==> config.mk <==
export PLATFORM = sky130hd
export DESIGN_NAME = alu_seq_muldiv_flat
export DESIGN_NICKNAME = d
export VERILOG_FILES = /design/src/rtl/alu_pkg.sv /design/src/rtl/alu_seq_muldiv_if.sv /design/src/rtl/alu_muldiv_iter.sv /design/src/rtl/alu_seq_muldiv.sv /design/src/flat_wrapper.sv
export SDC_FILE = /design/constraint.sdc
export NUM_CORES = 1
export LEC_CHECK = 0
export CELL_PAD_IN_SITES_DETAIL_PLACEMENT = 0
export CELL_PAD_IN_SITES_GLOBAL_PLACEMENT = 1
export CORE_ASPECT_RATIO = 1.5
export CORE_MARGIN = 5
export CORE_UTILIZATION = 44
export CTS_CLUSTER_DIAMETER = 50
export CTS_CLUSTER_SIZE = 40
export DETAILED_ROUTE_END_ITERATION = 8
export PLACE_DENSITY = 0.77
export SLEW_MARGIN = 20
export SYNTH_ARGS = -nofsm -noshare
export SYNTH_HDL_FRONTEND = slang
export SYNTH_SLANG_ARGS = --single-unit
==> constraint.sdc <==
create_clock -name clk -period 4.7 [get_ports clk]
set_input_delay 0.47 -clock clk [delete_from_list [all_inputs] [get_ports clk]]
set_output_delay 0.47 -clock clk [all_outputs]
set_load 0.005 [all_outputs]
==> src/rtl/alu_pkg.sv <==
// Shared ALU definitions: Aluctl op codes, FSM state codes and op classification.
// Imported by the ALU and by the control unit that drives it.
package alu_pkg;

    localparam logic [3:0] ALU_AND   = 4'd0;
    localparam logic [3:0] ALU_OR    = 4'd1;
    localparam logic [3:0] ALU_ADD   = 4'd2;
    localparam logic [3:0] ALU_SRL   = 4'd3;
    localparam logic [3:0] ALU_SRA   = 4'd4;
    localparam logic [3:0] ALU_SLTU  = 4'd5;
    localparam logic [3:0] ALU_SUB   = 4'd6;
    localparam logic [3:0] ALU_SLT   = 4'd7;
    localparam logic [3:0] ALU_MULTU = 4'd8;
    localparam logic [3:0] ALU_DIVU  = 4'd9;
    localparam logic [3:0] ALU_SLL   = 4'd10;
    localparam logic [3:0] ALU_XOR   = 4'd11;
    localparam logic [3:0] ALU_NOR   = 4'd12;
    localparam logic [3:0] ALU_MFHI  = 4'd13;
    localparam logic [3:0] ALU_MFLO  = 4'd14;
    localparam logic [3:0] ALU_RSVD  = 4'd15;

    localparam logic [1:0] ST_IDLE = 2'd0;
    localparam logic [1:0] ST_MUL  = 2'd1;
    localparam logic [1:0] ST_DIV  = 2'd2;
    localparam logic [1:0] ST_FIN  = 2'd3;

    function automatic logic is_multi_cycle(input logic [3:0] op);
        return (op == ALU_MULTU) || (op == ALU_DIVU);
    endfunction

endpackage

==> src/rtl/alu_seq_muldiv_if.sv <==
// Request/result bundle between the EX-stage control unit (master) and the ALU (slave).
interface alu_seq_muldiv_if #(
    parameter int WIDTH   = 32,
    parameter int SHAMT_W = 5
);
    logic               start;
    logic [3:0]         Aluctl;
    logic [WIDTH-1:0]   A;
    logic [WIDTH-1:0]   B;
    logic [SHAMT_W-1:0] shift_amount;
    logic               busy;
    logic               done;
    logic [WIDTH-1:0]   Aluout;
    logic               zero;
    logic [WIDTH-1:0]   hi;
    logic [WIDTH-1:0]   lo;

    modport master (
        output start, Aluctl, A, B, shift_amount,
        input  busy, done, Aluout, zero, hi, lo
    );

    modport slave (
        input  start, Aluctl, A, B, shift_amount,
        output busy, done, Aluout, zero, hi, lo
    );
endinterface

==> src/rtl/alu_muldiv_iter.sv <==
// Iterative unsigned multiply (shift-add) / restoring divide, one bit per step.
// acc holds {upper, lower}: product halves for MULTU, {remainder, quotient} for DIVU.
module alu_muldiv_iter #(
    parameter int WIDTH   = 32,
    parameter int SHAMT_W = 5
) (
    input  logic               clk,
    input  logic               rst_n,
    input  logic               load,
    input  logic               step,
    input  logic               is_div,
    input  logic [WIDTH-1:0]   op_a,
    input  logic [WIDTH-1:0]   op_b,
    output logic               last,
    output logic [2*WIDTH-1:0] acc_next
);

    logic [2*WIDTH-1:0] acc_r;
    logic [WIDTH-1:0]   opnd_r;
    logic               div_mode_r;
    logic [SHAMT_W-1:0] cnt_r;
    logic [WIDTH:0]     mul_sum_s;
    logic [WIDTH:0]     div_rem_sh_s;
    logic [WIDTH:0]     div_diff_s;

    assign last = (cnt_r == SHAMT_W'(WIDTH - 1));

    // Next accumulator value for one multiply or divide step.
    always_comb begin
        mul_sum_s    = {1'b0, acc_r[2*WIDTH-1:WIDTH]}
                     + (acc_r[0] ? {1'b0, opnd_r} : {(WIDTH+1){1'b0}});
        div_rem_sh_s = acc_r[2*WIDTH-1:WIDTH-1];
        div_diff_s   = div_rem_sh_s - {1'b0, opnd_r};
        if (div_mode_r) begin
            // A borrow out of the subtraction means the divisor did not fit: restore.
            if (!div_diff_s[WIDTH]) begin
                acc_next = {div_diff_s[WIDTH-1:0], acc_r[WIDTH-2:0], 1'b1};
            end else begin
                acc_next = {div_rem_sh_s[WIDTH-1:0], acc_r[WIDTH-2:0], 1'b0};
            end
        end else begin
            acc_next = {mul_sum_s, acc_r[WIDTH-1:1]};
        end
    end

    // Operand latch, accumulator and step counter.
    always_ff @(posedge clk or negedge rst_n) begin
        if (!rst_n) begin
            acc_r      <= {(2*WIDTH){1'b0}};
            opnd_r     <= {WIDTH{1'b0}};
            div_mode_r <= 1'b0;
            cnt_r      <= {SHAMT_W{1'b0}};
        end else if (load) begin
            acc_r      <= {{WIDTH{1'b0}}, op_a};
            opnd_r     <= op_b;
            div_mode_r <= is_div;
            cnt_r      <= {SHAMT_W{1'b0}};
        end else if (step) begin
            acc_r      <= acc_next;
            cnt_r      <= cnt_r + {{(SHAMT_W-1){1'b0}}, 1'b1};
        end else begin
            acc_r      <= acc_r;
            cnt_r      <= cnt_r;
        end
    end

endmodule

==> src/rtl/alu_seq_muldiv.sv <==
// EX-stage ALU: single-cycle logic/arith/shift ops plus iterative MULTU/DIVU writing HI/LO.
// All outputs are registered; done pulses for one cycle whenever Aluout/zero/hi/lo update.
import alu_pkg::*;

module alu_seq_muldiv #(
    parameter int WIDTH   = 32,
    parameter int SHAMT_W = 5
) (
    input logic              clk,
    input logic              rst_n,
    alu_seq_muldiv_if.slave  bus
);

    logic [1:0]         state_r;
    logic               busy_r;
    logic               done_r;
    logic [WIDTH-1:0]   aluout_r;
    logic               zero_r;
    logic [WIDTH-1:0]   hi_r;
    logic [WIDTH-1:0]   lo_r;
    logic [WIDTH-1:0]   sc_res_s;
    logic               load_s;
    logic               step_s;
    logic               is_div_s;
    logic               last_s;
    logic [2*WIDTH-1:0] acc_next_s;

    assign bus.busy   = busy_r;
    assign bus.done   = done_r;
    assign bus.Aluout = aluout_r;
    assign bus.zero   = zero_r;
    assign bus.hi     = hi_r;
    assign bus.lo     = lo_r;

    // Single-cycle result mux; multi-cycle and reserved codes yield zero here.
    always_comb begin
        sc_res_s = {WIDTH{1'b0}};
        case (bus.Aluctl)
            ALU_AND:  sc_res_s = bus.A & bus.B;
            ALU_OR:   sc_res_s = bus.A | bus.B;
            ALU_ADD:  sc_res_s = bus.A + bus.B;
            ALU_SRL:  sc_res_s = bus.B >> bus.shift_amount;
            ALU_SRA:  sc_res_s = $unsigned($signed(bus.B) >>> bus.shift_amount);
            ALU_SLTU: sc_res_s = {{(WIDTH-1){1'b0}}, (bus.A < bus.B)};
            ALU_SUB:  sc_res_s = bus.A - bus.B;
            ALU_SLT:  sc_res_s = {{(WIDTH-1){1'b0}}, ($signed(bus.A) < $signed(bus.B))};
            ALU_SLL:  sc_res_s = bus.B << bus.shift_amount;
            ALU_XOR:  sc_res_s = bus.A ^ bus.B;
            ALU_NOR:  sc_res_s = ~(bus.A | bus.B);
            ALU_MFHI: sc_res_s = hi_r;
            ALU_MFLO: sc_res_s = lo_r;
            default:  sc_res_s = {WIDTH{1'b0}};
        endcase
    end

    // Datapath control: load operands on an accepted MULTU/DIVU, step while iterating.
    always_comb begin
        load_s   = 1'b0;
        is_div_s = 1'b0;
        step_s   = 1'b0;
        if (state_r == ST_IDLE) begin
            load_s   = bus.start && is_multi_cycle(bus.Aluctl);
            is_div_s = (bus.Aluctl == ALU_DIVU);
        end else begin
            step_s   = (state_r == ST_MUL) || (state_r == ST_DIV);
        end
    end

    alu_muldiv_iter #(
        .WIDTH   (WIDTH),
        .SHAMT_W (SHAMT_W)
    ) u_iter (
        .clk      (clk),
        .rst_n    (rst_n),
        .load     (load_s),
        .step     (step_s),
        .is_div   (is_div_s),
        .op_a     (bus.A),
        .op_b     (bus.B),
        .last     (last_s),
        .acc_next (acc_next_s)
    );

    // FSM and output registers; the final iteration is written straight into HI/LO.
    always_ff @(posedge clk or negedge rst_n) begin
        if (!rst_n) begin
            state_r  <= ST_IDLE;
            busy_r   <= 1'b0;
            done_r   <= 1'b0;
            aluout_r <= {WIDTH{1'b0}};
            zero_r   <= 1'b1;
            hi_r     <= {WIDTH{1'b0}};
            lo_r     <= {WIDTH{1'b0}};
        end else begin
            done_r <= 1'b0;
            case (state_r)
                ST_IDLE: begin
                    if (bus.start) begin
                        if (load_s) begin
                            state_r <= is_div_s ? ST_DIV : ST_MUL;
                            busy_r  <= 1'b1;
                        end else begin
                            aluout_r <= sc_res_s;
                            zero_r   <= (sc_res_s == {WIDTH{1'b0}});
                            done_r   <= 1'b1;
                        end
                    end
                end
                ST_MUL, ST_DIV: begin
                    if (last_s) begin
                        state_r  <= ST_FIN;
                        busy_r   <= 1'b0;
                        done_r   <= 1'b1;
                        hi_r     <= acc_next_s[2*WIDTH-1:WIDTH];
                        lo_r     <= acc_next_s[WIDTH-1:0];
                        aluout_r <= acc_next_s[WIDTH-1:0];
                        zero_r   <= (acc_next_s[WIDTH-1:0] == {WIDTH{1'b0}});
                    end
                end
                ST_FIN: begin
                    state_r <= ST_IDLE;
                end
                default: begin
                    state_r <= ST_IDLE;
                    busy_r  <= 1'b0;
                end
            endcase
        end
    end

endmodule

==> src/flat_wrapper.sv <==
// flat-port wrapper written by rule: the top's interface ports become plain ports
module alu_seq_muldiv_flat 
#(
    parameter int WIDTH   = 32,
    parameter int SHAMT_W = 5
)
  (clk, rst_n, bus_start, bus_Aluctl, bus_A, bus_B, bus_shift_amount, bus_busy, bus_done, bus_Aluout, bus_zero, bus_hi, bus_lo);
  alu_seq_muldiv_if #(.WIDTH(WIDTH), .SHAMT_W(SHAMT_W)) bus_i ();
  input logic clk;
  input logic rst_n;
  input wire logic [$bits(bus_i.start)-1:0] bus_start;
  input wire logic [$bits(bus_i.Aluctl)-1:0] bus_Aluctl;
  input wire logic [$bits(bus_i.A)-1:0] bus_A;
  input wire logic [$bits(bus_i.B)-1:0] bus_B;
  input wire logic [$bits(bus_i.shift_amount)-1:0] bus_shift_amount;
  output wire logic [$bits(bus_i.busy)-1:0] bus_busy;
  output wire logic [$bits(bus_i.done)-1:0] bus_done;
  output wire logic [$bits(bus_i.Aluout)-1:0] bus_Aluout;
  output wire logic [$bits(bus_i.zero)-1:0] bus_zero;
  output wire logic [$bits(bus_i.hi)-1:0] bus_hi;
  output wire logic [$bits(bus_i.lo)-1:0] bus_lo;
  assign bus_i.start = bus_start;
  assign bus_i.Aluctl = bus_Aluctl;
  assign bus_i.A = bus_A;
  assign bus_i.B = bus_B;
  assign bus_i.shift_amount = bus_shift_amount;
  assign bus_busy = bus_i.busy;
  assign bus_done = bus_i.done;
  assign bus_Aluout = bus_i.Aluout;
  assign bus_zero = bus_i.zero;
  assign bus_hi = bus_i.hi;
  assign bus_lo = bus_i.lo;
  alu_seq_muldiv #(.WIDTH(WIDTH), .SHAMT_W(SHAMT_W)) u_core (.clk(clk), .rst_n(rst_n), .bus(bus_i));
endmodule
== Word-level counts from Yosys, hierarchy flattened ==
Cells that the tools add are included.
W data, S select, Z words.
Word-level totals
  register bits: 203
  output and inout bits: 99
  input port bits: 76
Cells by class
  order comparisons: 2
  bitwise gates (word level): 4
  add/subtract/negate cells: 5
  eq/ne operators: 22
  shifts and indexed selects: 3
  multiplexer cells: 32
  reductions and logical operators: 14
Operators by type and width (count)
  $pmux W32 S13: 1
  $mux W64: 4
  $mux W32: 4
  $logic_not A32 Y1: 2
  $lt A32 B32 Y1: 2
  $pmux W32 S2: 1
  $add A32 B32 Y33: 1
  $sub A33 B32 Y33: 1
  $add A32 B32 Y32: 1
  $and A32 B32 Y32: 1
  $not A32 Y32: 1
  $or A32 B32 Y32: 1
  $shl A32 B5 Y32: 1
  $shr A32 B5 Y32: 1
  $sshr A32 B5 Y32: 1
  $sub A32 B32 Y32: 1
  $xor A32 B32 Y32: 1
  $eq A4 B4 Y1 const B: 7
  $eq A4 B3 Y1 const B: 4
  $mux W1: 12
  $mux W5: 2
  $eq A4 B2 Y1 const B: 2
  $mux W2: 4
  $reduce_and A4 Y1: 2
  other kinds (17): 24

== Depth between registers and ports, before layout ==
  depth after elaboration: 7
  mapped depth: 16
  depth with buffers taken out: 15

== Hierarchy ==
A second synthesis with hierarchy kept.
Second synthesis, totals
  cell total of the unflattened synthesis: 3122
  area, all modules: 24596.1 sq um
By module, submodules not included
  alu_seq_muldiv: area each 15582.4 sq um, cells an instance 2022, times used 1
  alu_muldiv_iter: area each 9013.6 sq um, cells an instance 1100, times used 1

== Least setup slack after synthesis ==
Ideal clock, no wire load.
  path kind: register to register
  start: reg u_core.u_iter.acc_r[31]
  end: reg u_core.hi_r[23] (netlist: u_core.bus.hi[23])
  library setup time: 125 ps
  data arrival time: 3908 ps
  stages on the path, launching flop included: 17
  path buffers: 1
  period minus slack after synthesis: 4033 ps
  path slack: 667 ps
  path through: dfrtp_1 > inv_1 > ha_1 > inv_1 > fa_1 > a211oi_1 > o2111ai_1 > nand4_1 > or4b_1 > a31oi_1 > o21ai_1 > a31oi_1 > xnor2_1 > clkbuf_1 > mux2i_1 > a21oi_1 > mux2_2
On the way
  longest elaborated chain between the ends: 3
Ends and longest elaborated chain
  start, declared: line alu_muldiv_iter.sv:18  | logic [2*WIDTH-1:0] acc_r;
  start signal, assigned: line alu_muldiv_iter.sv:49  | acc_r <= {(2*WIDTH){1'b0}};
  start signal, assigned: line alu_muldiv_iter.sv:54  | acc_r <= {{WIDTH{1'b0}}, op_a};
  start signal, assigned: line alu_muldiv_iter.sv:59  | acc_r <= acc_next;
  $sub A33 B32 Y33: line alu_muldiv_iter.sv:33  | div_diff_s = div_rem_sh_s - {1'b0, opnd_r};
  $mux W64: line alu_muldiv_iter.sv:36  | if (!div_diff_s[WIDTH]) begin
  $mux W64: line alu_muldiv_iter.sv:34  | if (div_mode_r) begin
  end signal, assigned: line alu_seq_muldiv.sv:92  | hi_r <= {WIDTH{1'b0}};
  end signal, assigned: line alu_seq_muldiv.sv:114  | hi_r <= acc_next_s[2*WIDTH-1:WIDTH];
  end, declared: line alu_seq_muldiv.sv:19  | logic [WIDTH-1:0] hi_r;
No other way between the ends.
A chain may end at the register's enable or synchronous reset.

== Worst setup path in the final report ==
  start: reg u_core.u_iter.acc_r[31]
  end: reg u_core.u_iter.acc_r[42]
On the way
  longest elaborated chain between the ends: 5
Ends and longest elaborated chain
  $sub A33 B32 Y33: line alu_muldiv_iter.sv:33
  $mux W64: line alu_muldiv_iter.sv:36
  $mux W64: line alu_muldiv_iter.sv:34
  $mux W64: line alu_muldiv_iter.sv:58  | end else if (step) begin
  $mux W64: line alu_muldiv_iter.sv:53  | end else if (load) begin
No other way between the ends. The select of a mux whose other input is x is not followed.

==> results.json <==
{
  "status": "finished clean",
  "final_common_cell": "buf_4",
  "post-route-period-util_pct": 96.12,
  "synthTopCellsByArea": "dfrtp_1 (22%), ha_1 (8.9%), mux2i_1 (6.1%)",
  "path_class": "reg2reg",
  "crit_top_cell": "buf_12",
  "fin_crit_ns": 4.517,
  "regToRegEndpoint": "u_core.u_iter.acc_r[42]",
  "min_from": "u_core.bus.Aluout[14]",
  "cp.required_ns": 5.15,
  "finalHoldViolCount": 0,
  "grtUsageTotal_pct": 42.30,
  "h-tree-depth": 1,
  "start_util_pct": 44.44,
  "worst_path_largest_cell_delay_ns": 0.53,
  "drtIter0Drc": 2713,
  "dieArea_um2": 58050,
  "grt_pass1_vias": 27000,
  "vias_per_cell": 6.644,
  "path_cells": "inv_1 > buf_12 > ha_1 > inv_1 > fa_1 > a211oi_2 > o2111ai_2 > nand4_1 > or4b_4 > a31oi_2 > o21ai_1 > a31oi_2 > xnor2_2 > buf_12 > buf_12 > mux2_2 > o21ai_0 > o21ai_0",
  "synth_ff_type": "dfrtp_1",
  "ios": 175,
  "post_drt_wl_per_cell_um": 31.41,
  "num_rows": 103,
  "p_total_mw": 15.56,
  "worst_pin_slew_ns": 1.219,
  "post-cts-setup-buffers": 0,
  "core_area_um2": 52710,
  "relSlewSlack_pct": 18.75,
  "max_freq_mhz": 221.4,
  "diodes": 0,
  "grt_pass1_wl_um": 182200,
  "nNetsFinal": 3607,
  "vias": 26980,
  "r2r_slack_ns": 0.18,
  "synth-seq-cells": 203,
  "final.setup_skew_ns": 0.02287,
  "path_clk_slew_ns": 0.08,
  "drc": 0,
  "synth_edf_count": 0,
  "cp-end-kind": "register",
  "worst-path-stages": 18,
  "rr_worst_depth": 18,
  "hpwl_um": 104100,
  "grt_start_max_net_pins": 94,
  "cp_slowest_cell": "or4b_4",
  "ys_seq_area_share_pct": 21.69,
  "hold_depth": 1,
  "holdWs_ns": 0.4794,
  "clock_path_buffers": 3,
  "p_leak_nw": 13.58,
  "drive_gt1_share_pct": 21.46,
  "numPortBuffers": 174,
  "power.density_nw_per_um2": 519.9,
  "clock_sink_count": 203,
  "cts_tree": "yes",
  "final_cell_mix": "buf_4 (476), nand2_1 (292), o21ai_0 (216), nor2_1 (202), dfrtp_1 (201)",
  "path_delay_family": "compound AO/OA/AOI/OAI gates",
  "ant_nets": 0,
  "worstHoldPathType": "reg2reg",
  "cts-root-buf": "clkbuf_16",
  "routed_wl_um": 127500,
  "drv_cap": 0,
  "ys_types": 94,
  "ir_drop_uv": 529.7,
  "synthCells": 2894,
  "die_h_um": 292.6,
  "ys_warn_count": 0,
  "syn_area_per_cell_um2": 8.094,
  "worstHoldEndpoint": "u_core.bus.Aluout[14]",
  "area_growth_pct": 27.79,
  "timing.rr.start": "u_core.u_iter.acc_r[31]",
  "synth-async-reset-ratio_pct": 100.0,
  "slew_violations": 0,
  "routabilityCongestion": 1.116,
  "finalSetupViolCount": 0,
  "crit_buf_inv": 5,
  "drt-pass1-iter-count": 6,
  "clk_latency_ns": 0.60,
  "netlist.area_leader.share_pct": 21.58,
  "die_w_um": 198.4,
  "cts_buffers": 24,
  "crit_path_max_fanout": 12,
  "critPathLaunchType": "register",
  "gr-total-overflow": 0,
  "synth_area_um2": 23420,
  "yosys.area.top_type": "dfrtp_1",
  "antenna_found_initial": 3,
  "critPathArrivalTime_ns": 4.97,
  "syn_nets": 3141
}
-- synth_stat cells (all sizes together), types with 53 or more instances --
cell type	count
mux4	62
o21ai	227
a21oi	185
inv	164
mux2	60
o221ai	59
dfrtp	202
mux2i	143
nand3	62
ha	167
a22oi	53
nor3	60
nand2	293
buf	78
nor2	204
clkbuf	152
-- sequential cells by signal (all words and copies together), names as in the netlist --
signal / flops
u_core.u_iter.div_mode_r: 1
u_core.bus.busy: 1
u_core.state_r: 2
u_core.u_iter.cnt_r: 5
u_core.bus.lo: 32
u_core.bus.zero: 1
u_core.u_iter.opnd_r: 32
u_core.bus.done: 1
u_core.u_iter.acc_r: 64
u_core.bus.Aluout: 32
u_core.bus.hi: 32
-- logic make-up after synthesis --
group / Yosys count / share of synthesized area [%]
muxes: 265 / 14.96
DFF: 203 / 21.69
adders and majority gates: 171 / 9.262
buffers and inverters: 395 / 6.992
and+or+nand+nor: 863 / 17.77
AOI/OAI and AO/OA: 930 / 26.83
xor gates and xnor gates: 67 / 2.505
-- timing repair --
item                                   4_1_cts  5_1_grt
endpoints found under the hold margin       48        0
pin swaps                                    1        1
hold buffers                                 1        0
gates resized for setup                      1        5
setup endpoints to repair                    4       60
-- metal layers --
metal  global-route usage, %  wire [um]
met5                       0         30
met4                   36.82      14620
met1                   46.45      43770
met3                   6.628       9550
met2                   70.26      59540
-- metrics by stage --
step / std cells / util (%) / worst slack [ns] / area [um2] / TNS, ns
5_1_grt: 4060 / 56.79 / -0.008604 / 29940 / -0.008604
3_3_place_gp: 4015 / 55.07 / -0.3282 / 29030 / -0.6219
3_5_place_dp: 4015 / 55.07 / -0.2836 / 29030 / -0.7314
6_report: 4060 / 56.79 / 0.1825 / 29940 / 0
2_1_floorplan: 2894 / - / 0.6675 / 23430 / 0
4_1_cts: 4060 / 56.74 / 0.01963 / 29910 / 0
-- area by class of cell --
type / instances / area [um2]
repair buffers: 670 / 5700
inverters: 165 / 619.3
clock buffers: 26 / 639.4
clock inverters: 18 / 230.2
fillers: 4913 / 22770
well taps: 682 / 853.3
multi-input cells: 2296 / 16810
flip-flops and latches: 203 / 5085
-- how the worst max path moves through the flow --
stage / start / endpoint / slack (ns)
2_1_floorplan: u_core.u_iter.acc_r[31] / u_core.bus.hi[23] / 0.67
3_3_place_gp: bus_A[0] / u_core.bus.zero / -0.33
6_report: u_core.u_iter.acc_r[31] / u_core.u_iter.acc_r[42] / 0.18
3_5_place_dp: bus_B[28] / u_core.bus.zero / -0.28
5_1_grt: u_core.u_iter.acc_r[31] / u_core.bus.hi[1] / -0.009
4_1_cts: u_core.u_iter.acc_r[31] / u_core.bus.hi[20] / 0.02
-- where the power goes --
part / switching [mW] / internal, mW / total, mW
clock network: 0.982 / 1.10 / 2.08
registers: 0.671 / 2.35 / 3.03
logic: 6.17 / 4.28 / 10.5
total: 7.83 / 7.74 / 15.6
No activity file was read; power rests on OpenSTA's default activity.
